--- src/rtl/rib_arbiter_pkg.sv ---
// Shared definitions for the RIB bus arbiter.
//   rib_state_e   : arbiter FSM states (idle / transfer in progress)
//   RibSlvSelW    : width of the slave-select field in the address
//   RibSlvSelLsb  : bit position of the slave-select field
//   RIB_ERR_DATA  : read data returned on decode error or timeout
package rib_arbiter_pkg;

  typedef enum logic [0:0] {
    RIB_IDLE = 1'b0,
    RIB_XFER = 1'b1
  } rib_state_e;

  localparam int          RibSlvSelW   = 4;
  localparam int          RibSlvSelLsb = 28;
  localparam logic [31:0] RIB_ERR_DATA = 32'hDEAD_BEEF;

  // Mask that clears the slave-select field from a bus address.
  function automatic logic [31:0] rib_local_addr(input logic [31:0] addr);
    logic [31:0] mask;
    mask = (32'h1 << RibSlvSelLsb) - 32'h1;
    return addr & mask;
  endfunction

endpackage

--- src/rtl/rib_arbiter_prio_enc.sv ---
// Lowest-index-wins priority encoder used for master arbitration.
// Ports:
//   req_i  : request vector, bit 0 has the highest priority
//   idx_o  : index of the lowest set bit (0 when no bit is set)
//   any_o  : at least one request bit is set
module rib_arbiter_prio_enc #(
  parameter int N  = 4,
  parameter int IW = 2
) (
  input  logic [N-1:0]  req_i,
  output logic [IW-1:0] idx_o,
  output logic          any_o
);

  // Scan from the top down so the lowest asserted index is written last.
  always_comb begin
    idx_o = '0;
    for (int i = N - 1; i >= 0; i--) begin
      if (req_i[i]) begin
        idx_o = IW'(i);
      end
    end
  end

  assign any_o = |req_i;

endmodule

--- src/rtl/rib_arbiter.sv ---
// Read/write bus arbiter and address decoder between the bus masters (core
// data, core fetch, JTAG, debug loader) and the memory-mapped slaves.
// A fixed-priority grant is taken in IDLE and held for the whole transfer;
// the address top nibble selects the slave.
// Ports:
//   clk_i, rst_i : clock, synchronous active-high reset
//   m_req_i      : per-master request, held until m_ready_o
//   m_we_i       : per-master write enable
//   m_addr_i     : per-master address
//   m_data_i     : per-master write data
//   m_data_o     : shared read data, valid with m_ready_o, else 0
//   m_ready_o    : one-hot completion pulse to the granted master
//   s_req_o      : one-hot slave request
//   s_we_o       : slave write enable
//   s_addr_o     : slave address with the select nibble cleared
//   s_data_o     : slave write data
//   s_data_i     : per-slave read data
//   s_ready_i    : per-slave completion
//   hold_flag_o  : core stall request
//   err_o        : one-cycle pulse on decode error or timeout
module rib_arbiter
  import rib_arbiter_pkg::*;
#(
  parameter int          NUM_MASTERS = 4,
  parameter int          NUM_SLAVES  = 8,
  parameter int          FETCH_MST   = 1,
  parameter int          TIMEOUT     = 255,
  parameter logic [31:0] ERR_DATA    = RIB_ERR_DATA
) (
  input  logic                        clk_i,
  input  logic                        rst_i,
  input  logic [NUM_MASTERS-1:0]      m_req_i,
  input  logic [NUM_MASTERS-1:0]      m_we_i,
  input  logic [NUM_MASTERS-1:0][31:0] m_addr_i,
  input  logic [NUM_MASTERS-1:0][31:0] m_data_i,
  output logic [31:0]                 m_data_o,
  output logic [NUM_MASTERS-1:0]      m_ready_o,
  output logic [NUM_SLAVES-1:0]       s_req_o,
  output logic                        s_we_o,
  output logic [31:0]                 s_addr_o,
  output logic [31:0]                 s_data_o,
  input  logic [NUM_SLAVES-1:0][31:0] s_data_i,
  input  logic [NUM_SLAVES-1:0]       s_ready_i,
  output logic                        hold_flag_o,
  output logic                        err_o
);

  localparam int MIW = (NUM_MASTERS > 1) ? $clog2(NUM_MASTERS) : 1;
  localparam int TW  = (TIMEOUT > 1) ? $clog2(TIMEOUT + 1) : 1;

  // Timer value during the last XFER cycle before a timeout completion.
  localparam logic [TW-1:0] TMO_LAST = TW'(TIMEOUT - 1);

  localparam logic [NUM_MASTERS-1:0] FETCH_MASK = NUM_MASTERS'(1) << FETCH_MST;

  rib_state_e            state_q;
  logic [MIW-1:0]        grant_q;
  logic [RibSlvSelW-1:0] slave_q;
  logic [TW-1:0]         timer_q;
  logic [TW-1:0]         timer_d;

  logic                  enc_any;
  logic [MIW-1:0]        enc_idx;
  logic [RibSlvSelW-1:0] req_slv;

  logic                  cur_we;
  logic [31:0]           cur_addr;
  logic [31:0]           cur_wdata;

  logic                  sel_ready;
  logic [31:0]           sel_rdata;
  logic                  slave_valid;

  logic                  in_xfer;
  logic                  ok_done;
  logic                  dec_err;
  logic                  tmo;
  logic                  done;

  rib_arbiter_prio_enc #(
    .N  (NUM_MASTERS),
    .IW (MIW)
  ) u_prio_enc (
    .req_i (m_req_i),
    .idx_o (enc_idx),
    .any_o (enc_any)
  );

  // Slave select of the master that would win arbitration this cycle.
  always_comb begin
    req_slv = '0;
    for (int k = 0; k < NUM_MASTERS; k++) begin
      if (enc_idx == MIW'(k)) begin
        req_slv = m_addr_i[k][RibSlvSelLsb +: RibSlvSelW];
      end
    end
  end

  // Master-side mux driven by the latched grant.
  always_comb begin
    cur_we    = 1'b0;
    cur_addr  = '0;
    cur_wdata = '0;
    for (int k = 0; k < NUM_MASTERS; k++) begin
      if (grant_q == MIW'(k)) begin
        cur_we    = m_we_i[k];
        cur_addr  = m_addr_i[k];
        cur_wdata = m_data_i[k];
      end
    end
  end

  // Slave-side mux driven by the latched slave select; ready from any other
  // slave never reaches sel_ready.
  always_comb begin
    sel_ready = 1'b0;
    sel_rdata = '0;
    for (int k = 0; k < NUM_SLAVES; k++) begin
      if (slave_q == RibSlvSelW'(k)) begin
        sel_ready = s_ready_i[k];
        sel_rdata = s_data_i[k];
      end
    end
  end

  assign slave_valid = (int'(slave_q) < NUM_SLAVES);

  // Completion classification. A ready arriving in the last allowed cycle
  // still wins over the timeout.
  always_comb begin
    in_xfer = (state_q == RIB_XFER);
    ok_done = in_xfer && slave_valid && sel_ready;
    dec_err = in_xfer && !slave_valid;
    tmo     = in_xfer && slave_valid && !sel_ready && (timer_q == TMO_LAST);
    done    = ok_done || dec_err || tmo;
    timer_d = timer_q + TW'(1);
  end

  always_comb begin
    m_ready_o = '0;
    for (int k = 0; k < NUM_MASTERS; k++) begin
      m_ready_o[k] = done && (grant_q == MIW'(k));
    end

    if (ok_done) begin
      m_data_o = sel_rdata;
    end else if (dec_err || tmo) begin
      m_data_o = ERR_DATA;
    end else begin
      m_data_o = '0;
    end

    err_o = dec_err || tmo;

    s_req_o = '0;
    for (int k = 0; k < NUM_SLAVES; k++) begin
      s_req_o[k] = in_xfer && (slave_q == RibSlvSelW'(k));
    end

    s_we_o   = in_xfer && cur_we;
    s_addr_o = in_xfer ? rib_local_addr(cur_addr) : '0;
    s_data_o = in_xfer ? cur_wdata : '0;
  end

  // The core stalls while a non-fetch master owns the bus or is asking for it.
  always_comb begin
    hold_flag_o = (in_xfer && (grant_q != MIW'(FETCH_MST)))
                  || (|(m_req_i & ~FETCH_MASK));
  end

  // Arbitration FSM: grant is only re-evaluated in IDLE, so every transfer
  // is followed by at least one IDLE cycle.
  always_ff @(posedge clk_i) begin
    if (rst_i) begin
      state_q <= RIB_IDLE;
      grant_q <= '0;
      slave_q <= '0;
      timer_q <= '0;
    end else begin
      case (state_q)
        RIB_IDLE: begin
          if (enc_any) begin
            grant_q <= enc_idx;
            slave_q <= req_slv;
            timer_q <= '0;
            state_q <= RIB_XFER;
          end
        end
        RIB_XFER: begin
          if (done) begin
            state_q <= RIB_IDLE;
          end else begin
            timer_q <= timer_d;
          end
        end
        default: begin
          state_q <= RIB_IDLE;
        end
      endcase
    end
  end

endmodule
--- config.mk ---
export PLATFORM = sky130hd
export DESIGN_NAME = rib_arbiter
export DESIGN_NICKNAME = d
export VERILOG_FILES = /design/src/rtl/rib_arbiter_pkg.sv /design/src/rtl/rib_arbiter_prio_enc.sv /design/src/rtl/rib_arbiter.sv
export SDC_FILE = /design/constraint.sdc
export NUM_CORES = 1
export LEC_CHECK = 0
export CAP_MARGIN = 10
export CORE_AREA = 2 2 250 252
export DETAILED_ROUTE_END_ITERATION = 8
export DIE_AREA = 0 0 252 254
export GPL_ROUTABILITY_DRIVEN = 0
export MAX_ROUTING_LAYER = met4
export PLACE_DENSITY_LB_ADDON = 0.2
export SETUP_SLACK_MARGIN = 0.02
export SYNTH_ARGS = -nofsm -noshare
export SYNTH_HDL_FRONTEND = slang
export SYNTH_SLANG_ARGS = --single-unit
--- constraint.sdc ---
create_clock -name clk_i -period 2.2 [get_ports clk_i]
set_clock_uncertainty 0.05 [all_clocks]
set_input_delay 0.44 -clock clk_i [delete_from_list [all_inputs] [get_ports clk_i]]
set_output_delay 0.44 -clock clk_i [all_outputs]
set_load 0.02 [all_outputs]
Yosys cells after proc, flatten, opt, wreduce, memory -nomap -nowiden:

Index checks and enable logic that the tools add are counted.

* $add $sub $neg: 1
* multiply operators: 0
* divide/modulo/power cells: 0
* magnitude comparators: 1
* eq/ne operators: 17
* shift-type cells: 0
* mux-type cells: 46
* bitwise gates (word level): 1
* reduce and logical (&&, ||, !) cells: 32

Operator list (count)
* 2-to-1 mux 32 bit: 15
* 2-to-1 mux 28 bit: 5
* logical AND 1 bit: 19
* == test 4 x 3 -> 1 bit, second input constant: 4
* 2-to-1 mux 4 bit: 4
* 2-to-1 mux 8 bit: 2
* case mux 8 bit (2 select lines): 1
* 2-to-1 mux 1 bit: 14
* adder 8 x 1 -> 8 bit, second input constant: 1
* == test 2 bit, second input constant: 4
* == test 4 x 2 -> 1 bit, second input constant: 2
* == test 8 bit, second input constant: 1
* 2-to-1 mux 2 bit: 4
* == test 2 x 1 -> 1 bit, second input constant: 2
* == test 4 x 1 -> 1 bit, second input constant: 1
* zero test 2 bit: 2
* zero test 4 bit: 1
* logical OR 1 bit: 4
* less-than comparator 4 bit, second input constant: 1
* inequality test 2 bit, second input constant: 2
* AND reduction 2 bit: 2
* OR reduction 4 bit: 1
* OR reduction 3 bit: 1
* zero test 1 bit: 2
* other kinds (3): 3

* register bits: 15
* bits in latches: 0
* bits in writable memories: 0
* bits in read-only memories: 0
* word-level logic and storage cells: 102
* memories kept: 0

Depth between registers and ports, before layout:

* depth in word-level cells: 15
* mapped depth: 10

By module:

Synthesis repeated with hierarchy kept, for this count alone.

* cells, all modules: 578
* area total of the unflattened synthesis: 5210.0 um^2

Modules (own cells, without submodules)
* rib_arbiter: instances 1, cells each 571, area each 5175.0 um^2, seq. area each 300.3 um^2
* rib_arbiter_prio_enc: instances 1, cells each 7, area each 35.0 um^2, seq. area each 0.0 um^2

Worst setup path before layout:

No wires, ideal clock.

* path kind: register to output
* start: reg slave_q[0]
* end: out m_data_o[24]
* data arrival time: 2.135 ns
* required time: 1.710 ns
* setup slack: -0.425 ns
* stages on the path, launching flop included: 9
* buffers on the path: 4
* cell sequence: dfxtp_1 -> buf_2 -> buf_2 -> buf_2 -> clkbuf_1 -> nor2_1 -> nor2_1 -> a21oi_1 -> nor3_1

* cells in the longest elaborated chain, start to end: 11

Ends and longest elaborated chain
* start, declared: RTL line rib_arbiter.sv:58 `logic [RibSlvSelW-1:0] slave_q;`
* start signal, assigned: RTL line rib_arbiter.sv:184 `slave_q <= req_slv;`
* zero test 4 bit: RTL line rib_arbiter.sv:119 `if (slave_q == RibSlvSelW'(k)) begin`
* 2-to-1 mux 1 bit (8 in series): RTL line rib_arbiter.sv:119
* logical AND 1 bit: RTL line rib_arbiter.sv:132 `ok_done = in_xfer && slave_valid && sel_ready;`
* 2-to-1 mux 32 bit *: RTL line rib_arbiter.sv:145 `if (ok_done) begin`
* end, declared: RTL line rib_arbiter.sv:36 `output logic [31:0] m_data_o,`

Every way passes the cells marked *; elsewhere a longest branch is shown, timed or not.

Worst setup path after layout:

* start: in s_ready_i[6]
* end: out m_data_o[27]

* cells in the longest elaborated chain, start to end: 8

Ends and longest elaborated chain
* start, declared: RTL line rib_arbiter.sv:43 `input logic [NUM_SLAVES-1:0] s_ready_i,`
* 2-to-1 mux 1 bit * (2 in series): RTL line rib_arbiter.sv:119
* zero test 1 bit: RTL line rib_arbiter.sv:134 `tmo = in_xfer && slave_valid && !sel_ready && (timer_q == TMO_LAST);`
* logical AND 1 bit (2 in series): RTL line rib_arbiter.sv:134
* logical OR 1 bit: RTL line rib_arbiter.sv:147 `end else if (dec_err || tmo) begin`
* 2-to-1 mux 32 bit: RTL line rib_arbiter.sv:147
* 2-to-1 mux 32 bit *: RTL line rib_arbiter.sv:145

Marks and branches as above.

==> impl_results.md <==
- Outcome: finished with violations
- Failing checks: setup timing
- Slew @ Worst Pin: 825.7 ps
- Synth-to-Final Area Change: 190.5%
- Gate Count Post-Synth: 621
- Multi-input logic area: roughly 5400 um^2
- Fillers: 6673
- Hold Path Class: reg -> reg
- Clock Power Share: 0.070
- Sequential area share after synthesis: 0.05709
- Internal: 3255 uW
- Final Hold Viols: 0
- Maximum clock frequency: 358.9 MHz
- Syn avg cell area: 8.470 um^2
- Total GRT Usage: 0.1524
- Root buf cell: clkbuf_16
- Register-to-Register Path Depth: 11
- Yosys cell types: 50
- Vias: between 8000 and 9000
- CTS tree: yes
- Ratio of cells with drive above 1 in the final layout: 0.3823
- First-pass GRT wire length: 67720 um
- RSZ-0062 raised after global routing: true
- Sequential share of power: 0.060
- Max cap viols: 0
- Finish-stage setup viols: 103
- P_leak: 0.005616 uW
- CP Max Fanout: 4
- IO Count: 641
- Skew-Pair Late Insertion Delay: approximately 260 ps
- Die width: 252 um
- Per-cell routed wire length: 23.32 um
- Largest net degree at the start of global routing: 43
- DR DRC count: 0
- Finished Cell Area: 15280 um^2
- Post-Place Setup Slack: -1174 ps
- Fraction of registers with async set/reset: 0
- Worst Path Required: between 1500 and 2000 ps
- Share of the synthesized area in the top cell type: 0.3682
- Number of antenna violations at the first check in global routing: 6
- Post-layout util: 0.2495
- Pins Over Slew Limit: 0
- Synthesized area: 5260 um^2
- Tot Pwr: 5539 uW
- Final WL: approximately 50000 um
- Final critical-path share of the clock period: 1.266
- CTS buffer count: 3
- Post-layout nets: 1901
- Top-count cell post-synth: mux4_2
- Clock transition at path regs: 60 ps
- Final worst slack: -586.2 ps
- CTS H-tree depth: 1
- Yosys top cell by area: mux4_2
- Clock tree buffer depth: 2
- EDFF count, synth: 0
- Most frequent cells after synthesis: mux4_2, and2_1, nor2_1, a21oi_1, o21ai_0
- Minimum clock period: 2786 ps
- Comb pwr share: 0.869
- Sequential cell area: 324.1 um^2
- Core Footprint: 61260 um^2
- Gr ovfl total: 0
- Critical path endpoint category: primary output
- Antenna Nets Post-Route: 0
- Startpoint types: input pin
- FF+latch count, synth: 15
- Worst IR Drop VDD: about 0.00024 V
- # clock sinks: 15
- Headroom to the max-slew limit: 0.4478
- 1st-pass router iterations: 5
- Die area: 64010 um^2
- DP Area: 13910 um^2
- Cell Rows: 91
- 1st-iter DRT viols: 403
- Setup TNS: -31220 ps
- IO Port Bufs: 636
- Top_reg_cell synth: dfxtp_1
- Yosys warns: 0
- Psw: 2284 uW
- Ranking of synthesized cells by area: mux4_2, and2_1, mux2i_1
- Final HPWL DP: 42680 um
- Avg Vias per Cell: 3.942
- Crit Path Class: in -> out
- Vias in the first global route: 9390
- Initial Util: 0.08587
- WP data arrival: 2300 ps
- Die Ht: 254 um
- Hold depth: 2
- PD cells: 362.5 nW/um^2
- Sw frac: 0.4123
metal layers:
metal  part of all wire  GRT usage
met1               0.36     0.1601
met2               0.55     0.2943
met3              0.071    0.03022
met4              0.018    0.02806
met5                  0          -
power by group through the flow:
stage               Sequential [uW]  Clock, uW  Combinational [uW]
global route                    338        416                5110
CTS                             333        402                4790
finish                          334        389                4820
detailed placement              339          0                4250
floorplan                       305          0                1840
global placement                341          0                4260
layout by cell type, fill, tap and decap left out, drive strengths merged, types with 4 or more instances in the layout:
| cell type | n |
|---|---|
| nand3 | 6 |
| diode | 6 |
| o221ai | 11 |
| dfxtp | 15 |
| nor3 | 18 |
| a211oi | 14 |
| mux4 | 86 |
| o22ai | 18 |
| o311ai | 4 |
| nor2 | 61 |
| nand2b | 5 |
| conb | 4 |
| clkbuf | 4 |
| inv | 9 |
| nor2b | 17 |
| a31oi | 12 |
| mux2i | 39 |
| dlygate4sd2 | 4 |
| clkdlybuf4s50 | 522 |
| a22oi | 4 |
| nand2 | 23 |
| buf | 280 |
| nand4 | 4 |
| and2 | 63 |
| o21ai | 55 |
| a21oi | 53 |
| and3 | 5 |
repair_timing:
item / 4_1_cts / 5_1_grt
gates resized for setup: 569 / 104
pin swaps: 57 / 21
cloned: 5 / 1
hold buffers: 0 / 0
setup endpoints to repair: 115 / 114
buffers inserted: 42 / 9
cell families (layout without fill, tap and decap cells):
logic type,after synthesis,count (layout),share of synthesized area
other cells,1,10,0.0007129
buf+inv,81,825,0.06898
simple gates,209,209,0.2048
mux,125,125,0.4424
fa+ha+maj,2,2,0.004757
flops,15,15,0.05709
compound gates,188,188,0.2212
registers in the layout, summed over array words and instances, names as in the netlist:
register	flops
timer_q	8
slave_q	4
grant_q	2
in_xfer	1
critical path: stages:
cell and delay, ps:
clkdlybuf4s50_1 410, nand2_2 90, o22ai_1 80, a22oi_2 270, o21ai_4 130, buf_12 150
o31ai_4 260, buf_6 180, buf_6 100, a21oi_4 30, buf_12 130
final timing paths:
path / start / to / slack (ps)
worst max register to register: slave_q[2] / timer_q[7] / -350
worst min register to register: timer_q[6] / timer_q[6] / 490
worst max-delay path: s_ready_i[6] / m_data_o[27] / -590
worst min-delay path: timer_q[6] / timer_q[6] / 490
metrics by stage:
| stage | hold WS [ps] | std cells |
|---|---|---|
| after detailed placement | 491.0 | 2108 |
| after floorplan | 437.4 | 624 |
| after global placement | 459.4 | 2108 |
| after global routing | 524.6 | 2164 |
| final | 492.8 | 2164 |
| after CTS | 481.1 | 2158 |
cell type report:
class                      instances  share of cell area
antenna                            6           0.0009826
sequential                        15             0.02121
clock buffer                       3            0.004913
clock inverter                     1           0.0004913
inverter                          10            0.002702
multi-input combinational        528              0.3538
tap                              790             0.06469
timing repair buffer             811              0.5512
Note: power is estimated with default switching activity, not from simulation.
